$ cat config.mk
export PLATFORM = sky130hd
export DESIGN_NAME = inst_loader
export DESIGN_NICKNAME = d
export VERILOG_FILES = /design/src/rtl/inst_loader.sv
export SDC_FILE = /design/constraint.sdc
export NUM_CORES = 1
export LEC_CHECK = 0
export ABC_CLOCK_PERIOD_IN_PS = 3000
export CAP_MARGIN = 20
export CORE_MARGIN = 10
export CORE_UTILIZATION = 48
export CTS_CLUSTER_SIZE = 16
export DETAILED_ROUTE_END_ITERATION = 8
export GPL_TIMING_DRIVEN = 0
export PLACE_DENSITY = 0.69
export SLEW_MARGIN = 20
export SYNTH_ARGS = -nofsm -noshare
export SYNTH_HDL_FRONTEND = slang
export SYNTH_SLANG_ARGS = --single-unit
$ cat constraint.sdc
create_clock -name clk -period 3 [get_ports clk]
set_clock_uncertainty 0.2 [all_clocks]
set_input_delay 0.45 -clock clk [delete_from_list [all_inputs] [get_ports clk]]
set_output_delay 0.45 -clock clk [all_outputs]
set_load 0.02 [all_outputs]
$ cat src/rtl/inst_loader.sv
// Instruction memory loader: receives a framed byte stream (LEN, N high/low
// byte pairs, XOR checksum), writes each assembled 16-bit word into the
// instruction memory and releases the CPU enable only after a verified load.
module inst_loader #(
  parameter logic [7:0] BASE_ADDR = 8'h00,
  parameter int         TIMEOUT   = 1000
) (
  input  logic        clk,
  input  logic        reset_n,
  input  logic        start,
  input  logic [7:0]  byte_in,
  input  logic        byte_valid,
  output logic        byte_ready,
  output logic        mem_we,
  output logic [7:0]  mem_addr,
  output logic [15:0] mem_wdata,
  output logic        cpu_enable,
  output logic        busy,
  output logic        error
);

  localparam int             CW       = $clog2(TIMEOUT + 1);
  localparam logic [CW-1:0]  IDLE_MAX = CW'(TIMEOUT - 1);

  typedef enum logic [2:0] {
    S_IDLE, S_LEN, S_HI, S_LO, S_WRITE, S_CHK, S_RUN, S_ERR
  } state_t;

  state_t        state;
  state_t        state_nxt;
  logic [7:0]    remaining;
  logic [7:0]    checksum;
  logic [CW-1:0] idle_cnt;
  logic          xfer;
  logic          waiting;
  logic          idle_hit;

  assign xfer     = byte_valid & byte_ready;
  assign waiting  = (state == S_LEN) || (state == S_HI) ||
                    (state == S_LO)  || (state == S_CHK);
  assign idle_hit = waiting && !xfer && (idle_cnt == IDLE_MAX);

  // Next-state selection; an expired idle count overrides staying put.
  always_comb begin
    state_nxt = state;
    case (state)
      S_IDLE, S_RUN, S_ERR: if (start) state_nxt = S_LEN;
      S_LEN:   if (xfer) state_nxt = (byte_in == 8'h00) ? S_ERR : S_HI;
      S_HI:    if (xfer) state_nxt = S_LO;
      S_LO:    if (xfer) state_nxt = S_WRITE;
      S_WRITE: state_nxt = (remaining == 8'd1) ? S_CHK : S_HI;
      S_CHK:   if (xfer) state_nxt = (byte_in == checksum) ? S_RUN : S_ERR;
      default: state_nxt = S_IDLE;
    endcase
    if (idle_hit) state_nxt = S_ERR;
  end

  // State, registered outputs derived from the next state, and datapath.
  always_ff @(posedge clk or negedge reset_n) begin
    if (!reset_n) begin
      state      <= S_IDLE;
      byte_ready <= 1'b0;
      mem_we     <= 1'b0;
      mem_addr   <= BASE_ADDR;
      mem_wdata  <= 16'h0000;
      cpu_enable <= 1'b0;
      busy       <= 1'b0;
      error      <= 1'b0;
      remaining  <= 8'h00;
      checksum   <= 8'h00;
      idle_cnt   <= '0;
    end else begin
      state      <= state_nxt;
      byte_ready <= (state_nxt == S_LEN) || (state_nxt == S_HI) ||
                    (state_nxt == S_LO)  || (state_nxt == S_CHK);
      mem_we     <= (state_nxt == S_WRITE);
      busy       <= (state_nxt == S_LEN) || (state_nxt == S_HI) ||
                    (state_nxt == S_LO)  || (state_nxt == S_WRITE) ||
                    (state_nxt == S_CHK);
      cpu_enable <= (state_nxt == S_RUN);
      error      <= (state_nxt == S_ERR);

      if (xfer || (state_nxt != state)) begin
        idle_cnt <= '0;
      end else if (waiting) begin
        idle_cnt <= idle_cnt + 1'b1;
      end

      case (state)
        S_IDLE, S_RUN, S_ERR: begin
          if (start) begin
            mem_addr  <= BASE_ADDR;
            checksum  <= 8'h00;
            remaining <= 8'h00;
          end
        end
        S_LEN: begin
          if (xfer) begin
            remaining <= byte_in;
            checksum  <= checksum ^ byte_in;
          end
        end
        S_HI: begin
          if (xfer) begin
            mem_wdata[15:8] <= byte_in;
            checksum        <= checksum ^ byte_in;
          end
        end
        S_LO: begin
          if (xfer) begin
            mem_wdata[7:0] <= byte_in;
            checksum       <= checksum ^ byte_in;
          end
        end
        S_WRITE: begin
          mem_addr  <= mem_addr + 8'd1;
          remaining <= remaining - 8'd1;
        end
        default: begin
        end
      endcase
    end
  end

endmodule

### Yosys cells after proc, flatten, opt, wreduce, memory -nomap -nowiden

Index checks and enable logic that the tools add are counted.

* flip-flop bits (word level): 58
* bits of input ports: 12
* output and inout port bits: 29
* word-level logic and storage cells: 81

* add/sub/neg operators: 3
* equal/unequal tests: 21
* muxes and demuxes: 18
* bitwise gates (word level): 2
* reductions and logical operators: 25

Operators with widths (count)
* $pmux 8 s2: 2
* $eq 3x3->1 const B: 8
* $mux 3: 8
* $mux 8: 3
* $pmux 8 s3: 1
* $mux 10: 2
* $pmux 3 s6: 1
* $eq 3x2->1 const B: 4
* $add 10x1->10 const B: 1
* $eq 10x10->1 const B: 1
* $logic_or 1x1->1: 9
* $add 8x1->8 const B: 1
* $eq 8x1->1 const B: 1
* $eq 8x8->1: 1
* $logic_not 8->1: 1
* $sub 8x1->8 const B: 1
* $xor 8x8->8: 1
* $eq 3x1->1 const B: 2
* $reduce_and 2->1: 3
* $reduce_and 3->1: 2
* $reduce_bool 2->1: 3
* $reduce_or 3->1: 2
* $ne 2x2->1 const B: 2
* $logic_not 3->1: 1
* other kinds (7): 8

### Depth between registers and ports, before layout

* depth in word-level cells: 12
* gate-level depth with buffers: 8
* gate-level depth less buffers: 8

### Worst setup path after synthesis

OpenSTA, ideal clock, no wires.

* path kind: register to register
* from: reg remaining[1]
* to: reg busy
* library setup time: 124 ps
* arrival time: 1753 ps
* setup slack: 923 ps
* stages on the path, launching flop included: 8
* buffers on the path: 0
* cells stage by stage: dfrtp_1 -> inv_1 -> ha_1 -> nor3b_1 -> a21oi_2 -> o2bb2ai_1 -> or4b_1 -> a2bb2oi_1

* word-level cells in the longest chain between the ends: 9
* elaborated cells between the ends (all ways): 13
* those cells by class: eq/ne: 6; mux: 3; reduce/logical: 4

Ends and longest elaborated chain
* start, declared: RTL line 31 `logic [7:0] remaining;`
* start signal, assigned: RTL line 99 `remaining <= byte_in;`
* start signal, assigned: RTL line 117 `remaining <= remaining - 8'd1;`
* $eq 8x1->1 (*): RTL line 51 `S_WRITE: state_nxt = (remaining == 8'd1) ? S_CHK : S_HI;`
* $mux 3 (*): RTL line 51
* $pmux 3 s6 (*): RTL line 46 `case (state)`
* $mux 3 (*): RTL line 55 `if (idle_hit) state_nxt = S_ERR;`
* $eq 3x1->1 / $eq 3x2->1 (equally long branches): RTL line 77 `busy <= (state_nxt == S_LEN) || (state_nxt == S_HI) ||`
* $logic_or 1x1->1 (2 in a row): RTL line 77
* $logic_or 1x1->1: RTL line 78 `(state_nxt == S_LO) || (state_nxt == S_WRITE) ||`
* $logic_or 1x1->1 (*): RTL line 78
* end signal, assigned: RTL line 77
* end, declared: RTL line 18 `output logic busy,`

Mark *: on every way between the ends. The rest lies on a longest branch, timed or not.
A chain may end at the register's enable or synchronous reset.

### Worst setup path in the final report

* from: in byte_in[4]
* to: reg byte_ready

* word-level cells in the longest chain between the ends: 9
* elaborated cells between the ends (all ways): 15
* those cells by class: eq/ne: 5; mux: 6; reduce/logical: 4

Ends and longest elaborated chain
* start, declared: RTL line 11 `input logic [7:0] byte_in,`
* $eq 8x8->1 / $logic_not 8->1 (equally long branches): RTL line 52, 48
* $mux 1 / $mux 3 (equally long branches): RTL line 52, 48
* $mux 3 (on tied branches): RTL line 52, 48
* $pmux 3 s6 (*): RTL line 46
* $mux 3 (*): RTL line 55
* $eq 3x1->1 / $eq 3x2->1 (equally long branches): RTL line 74 `byte_ready <= (state_nxt == S_LEN) || (state_nxt == S_HI) ||`
* $logic_or 1x1->1 (2 in a row): RTL line 74
* $logic_or 1x1->1 (*): RTL line 75 `(state_nxt == S_LO) || (state_nxt == S_CHK);`
* end signal, assigned: RTL line 74
* end, declared: RTL line 13 `output logic byte_ready,`

Marks and branches as above.

==> summary.json <==
{
  "status": {
    "outcome": "finished clean"
  },
  "final_layout": {
    "count_of_filler_cells_inserted_in_the_layout": 488,
    "area_delta_synth_final_pct": 23.7,
    "layout.nets": 354,
    "layout.cells.most_common": "sky130_fd_sc_hd__dfrtp_1",
    "most-common-layout-cells": "sky130_fd_sc_hd__dfrtp_1 (58), sky130_fd_sc_hd__clkdlybuf4s50_1 (39), sky130_fd_sc_hd__o21ai_0 (27), sky130_fd_sc_hd__nor2_1 (23), sky130_fd_sc_hd__nand2_1 (17)",
    "register_area_um2": 1450,
    "layout.cells.non_filler": 418,
    "drive_gt1_share_pct": 14.9,
    "diodes_inserted": 0,
    "finish.utilization_pct": 61.5,
    "multi_input_gate_area_in_the_final_layout_um2": 1450
  },
  "setup_path": {
    "critPathLaunchType": "primary input",
    "crit_end": "byte_ready",
    "path_class": "in -> reg",
    "timing.critical_path.required_ns": 3.02,
    "timing.critical_path.arrival_ns": 2.42,
    "internal_reg_to_reg_setup_slack_ns": 0.66,
    "critical_path.startpoint": "byte_in[4]",
    "critPathCaptureType": "flop",
    "critical_path.slowest_cell": "sky130_fd_sc_hd__clkdlybuf4s50_1",
    "delay_of_the_slowest_critical_path_stage_ns": 0.54,
    "critical_path_cell_count": 6,
    "cp.buffers_inverters": 1,
    "worst_r2r_startpoint": "remaining[1]",
    "cp_cell_sequence": "clkdlybuf4s50_1 -> nor4_1 -> a21oi_1 -> o32ai_1 -> nor3_1 -> mux2_1",
    "critical_path.top_delay_family": "simple AND/OR/NAND/NOR gates",
    "crit-reg2reg-capture": "busy",
    "crit_path_max_fanout": 7,
    "rr_worst_depth": 7
  },
  "timing": {
    "finalWorstPathRequiredPeriod_ns": 2.40,
    "timing.fmax_ghz": 0.417,
    "maxSlewViolCount": 0,
    "transition_time_of_the_tightest_slew_check_pin_ns": 0.710,
    "final_hold_viol_count": 0,
    "slew-limit-headroom_pct": 52.4,
    "unrepaired_setup_endpoints_after_global_routing": "false",
    "final.period_utilization_pct": 79.9,
    "report.final.setup_viol": 0,
    "postLayoutSetupSlackWorst_ns": 0.602,
    "setup_tns_ns": 0
  },
  "synthesis": {
    "postSynthRegisterBits": 58,
    "synth-seq-area-share_pct": 48.7,
    "avgSynthCellArea_um2": 10.5,
    "syn_area_um2": 2980,
    "syn-num-nets": 301,
    "synth.yosys.warnings": 0,
    "ys_async_sr_fraction_pct": 100,
    "synth_cell_type_count": 56,
    "synth_enable_flop_cells": 0,
    "syn_inst": 285,
    "dominantRegCellSynth": "sky130_fd_sc_hd__dfrtp_1"
  },
  "floorplanning": {
    "die-height_um": 98.8,
    "dieWidth_um": 98.8,
    "row_count": 28,
    "core_ar_um2": 5990,
    "floorplan.initialDensity_pct": 49.7,
    "die-area_um2": 9760,
    "io-pin-count": 41
  },
  "global_route": {
    "first_global_vias": 2377,
    "global_route.overflow_total": 0,
    "grt_start_max_net_pins": 38,
    "grt_first_pass_wirelength_um": 11700,
    "gr-usage-all-layers_pct": 14.4,
    "number_of_antenna_violations_at_the_first_check_in_global_routing": 0
  },
  "clock_tree": {
    "cts_htree_levels": 3,
    "cts.sinks": 58,
    "postCtsSetupBuffers": 0,
    "worstSkewPairLatency_ns": 0.33,
    "cts_root_buf": "sky130_fd_sc_hd__clkbuf_8",
    "cts_tree": "yes",
    "cts_buffer_depth": 2,
    "cts.reportedPaths.clkPinSlew_ns": 0.06,
    "cts_buffers": 9
  },
  "place": {
    "placement.io_buffers": 40,
    "hpwlAfterDp_um": 4940,
    "preCtsSetupSlack_ns": 0.268,
    "place.detailed.instances": 401,
    "routability_cong": 0.813
  },
  "pwr": {
    "internal_power_mw": 2.16,
    "power_switching_share_pct": 38.8,
    "power_density_nw_per_um2": 958,
    "total_leakage_power_nw": 1.57,
    "power.net_switching_mw": 1.37,
    "sequentialPowerShare_pct": 34.7,
    "ir_worst_vdd_uv": 521,
    "power_frac_clock_pct": 19.4,
    "comb_power_share_pct": 46.0
  },
  "worst_hold_path": {
    "timing.hold.worst.class": "reg -> reg"
  },
  "routing": {
    "first_pass_iters": 4,
    "route.antenna.remaining_nets": 0,
    "num_vias": 2357,
    "drtIter0Drc": 136,
    "drt_drc_violations_left": 0,
    "finalWirelength_um": 6790,
    "route.detailed.wl_per_inst_um": 16.2,
    "routed_via_density": 5.64
  },
  "job": {
    "cap_violations": 0
  }
}
worst register-to-register path: cells and delay by family (launching register included):
kind                     cells  cell delay, ns
buffers and inverters        1            0.10
AND/OR/NAND/NOR              2            0.95
flip-flops                   1            0.37
AO/OA/AOI/OAI                3            0.47
adder cells (fa/ha/maj)      1            0.14
state kept, by name, summed over array words and instances, names as in the netlist:
name        flops
busy            1
byte_ready      1
checksum        8
cpu_enable      1
error           1
idle_cnt       10
mem_addr        8
mem_wdata      16
mem_we          1
remaining       8
state           3
repair_timing:
item	in CTS	in global routing
hold endpoints to repair	21	0
resized for setup	0	0
hold buffers	1	0
worst min-delay path by stage:
stage | end | slack (ns) | startpoint | cells after the start
final | mem_addr[7] | 0.29 | mem_addr[7] | 1
after global routing | mem_wdata[12] | 0.32 | mem_wdata[12] | 1
after CTS | mem_addr[7] | 0.30 | mem_addr[7] | 1
after detailed placement | mem_addr[2] | 0.17 | reset_n | 1
after global placement | mem_addr[7] | 0.26 | mem_addr[7] | 1
after floorplan | busy | -0.05 | reset_n | 0
per-layer routing:
metal | vias to the layer above | share of wire (%) | global-route usage (%)
met5 | - | 0 | 0
li1 | 1143 | - | -
met4 | 0 | 2.3 | 7.72
met1 | 1156 | 44 | 17.0
met3 | 14 | 5.9 | 4.89
met2 | 44 | 48 | 22.6
power groups by stage:
stage               sequential, mW  combinational (mW)  clock (mW)
detailed placement            1.23                1.64           0
global route                  1.26                1.79       0.732
global placement              1.22                1.60           0
floorplan                     1.38               0.912           0
finish                        1.22                1.62       0.683
CTS                           1.23                1.64       0.698
cell type report:
class | count | share of cell area, %
Buffer | 8 | 1.09
Clock buffer | 10 | 3.46
Clock inverter | 6 | 1.56
Inverter | 9 | 0.916
Multi-Input combinational cell | 210 | 39.4
Sequential cell | 58 | 39.4
Tap cell | 75 | 2.55
Timing Repair Buffer | 42 | 11.6
per-stage QoR:
step | instance area (um2) | total power, mW | hold slack, ns
6_report | 3690 | 3.53 | 0.287
5_1_grt | 3690 | 3.79 | 0.320
4_1_cts | 3690 | 3.56 | 0.300
3_5_place_dp | 3490 | 2.87 | 0.171
3_3_place_gp | 3470 | 2.82 | 0.262
2_1_floorplan | 2980 | 2.29 | -0.0456
cells in the mapped netlist (all sizes together) (3+ instances only):
cell type	n	share of area, %
nor3	8	1.5
and2	4	0.84
dfrtp	58	49
nor2	24	3.1
a32oi	3	0.88
xor2	3	0.88
nand2	17	2.1
nand4	7	1.5
buf	4	0.84
o21ai	30	5.0
clkbuf	4	0.50
a21oi	8	1.5
inv	9	1.1
mux2	17	6.4
a211oi	3	0.76
nand2b	5	1.0
a31oi	3	0.63
ha	4	1.7
nand3	7	1.3
nor3b	9	2.8
and3	6	1.3
o2bb2ai	3	0.88
nor4	4	1.3
a21o	7	1.8
xnor2	13	3.8
cells by family after synthesis:
| logic type | count (synthesis) | synth area share [%] |
|---|---|---|
| AND/OR/NAND/NOR | 100 | 19.3 |
| AO/OA/AOI/OAI | 71 | 16.0 |
| flip-flops | 58 | 48.7 |
| multiplexers | 19 | 7.10 |
| buffers and inverters | 17 | 2.48 |
| XOR/XNOR | 16 | 4.70 |
| adder cells (fa/ha/maj) | 4 | 1.68 |
Note: power is estimated with default switching activity, not from simulation.
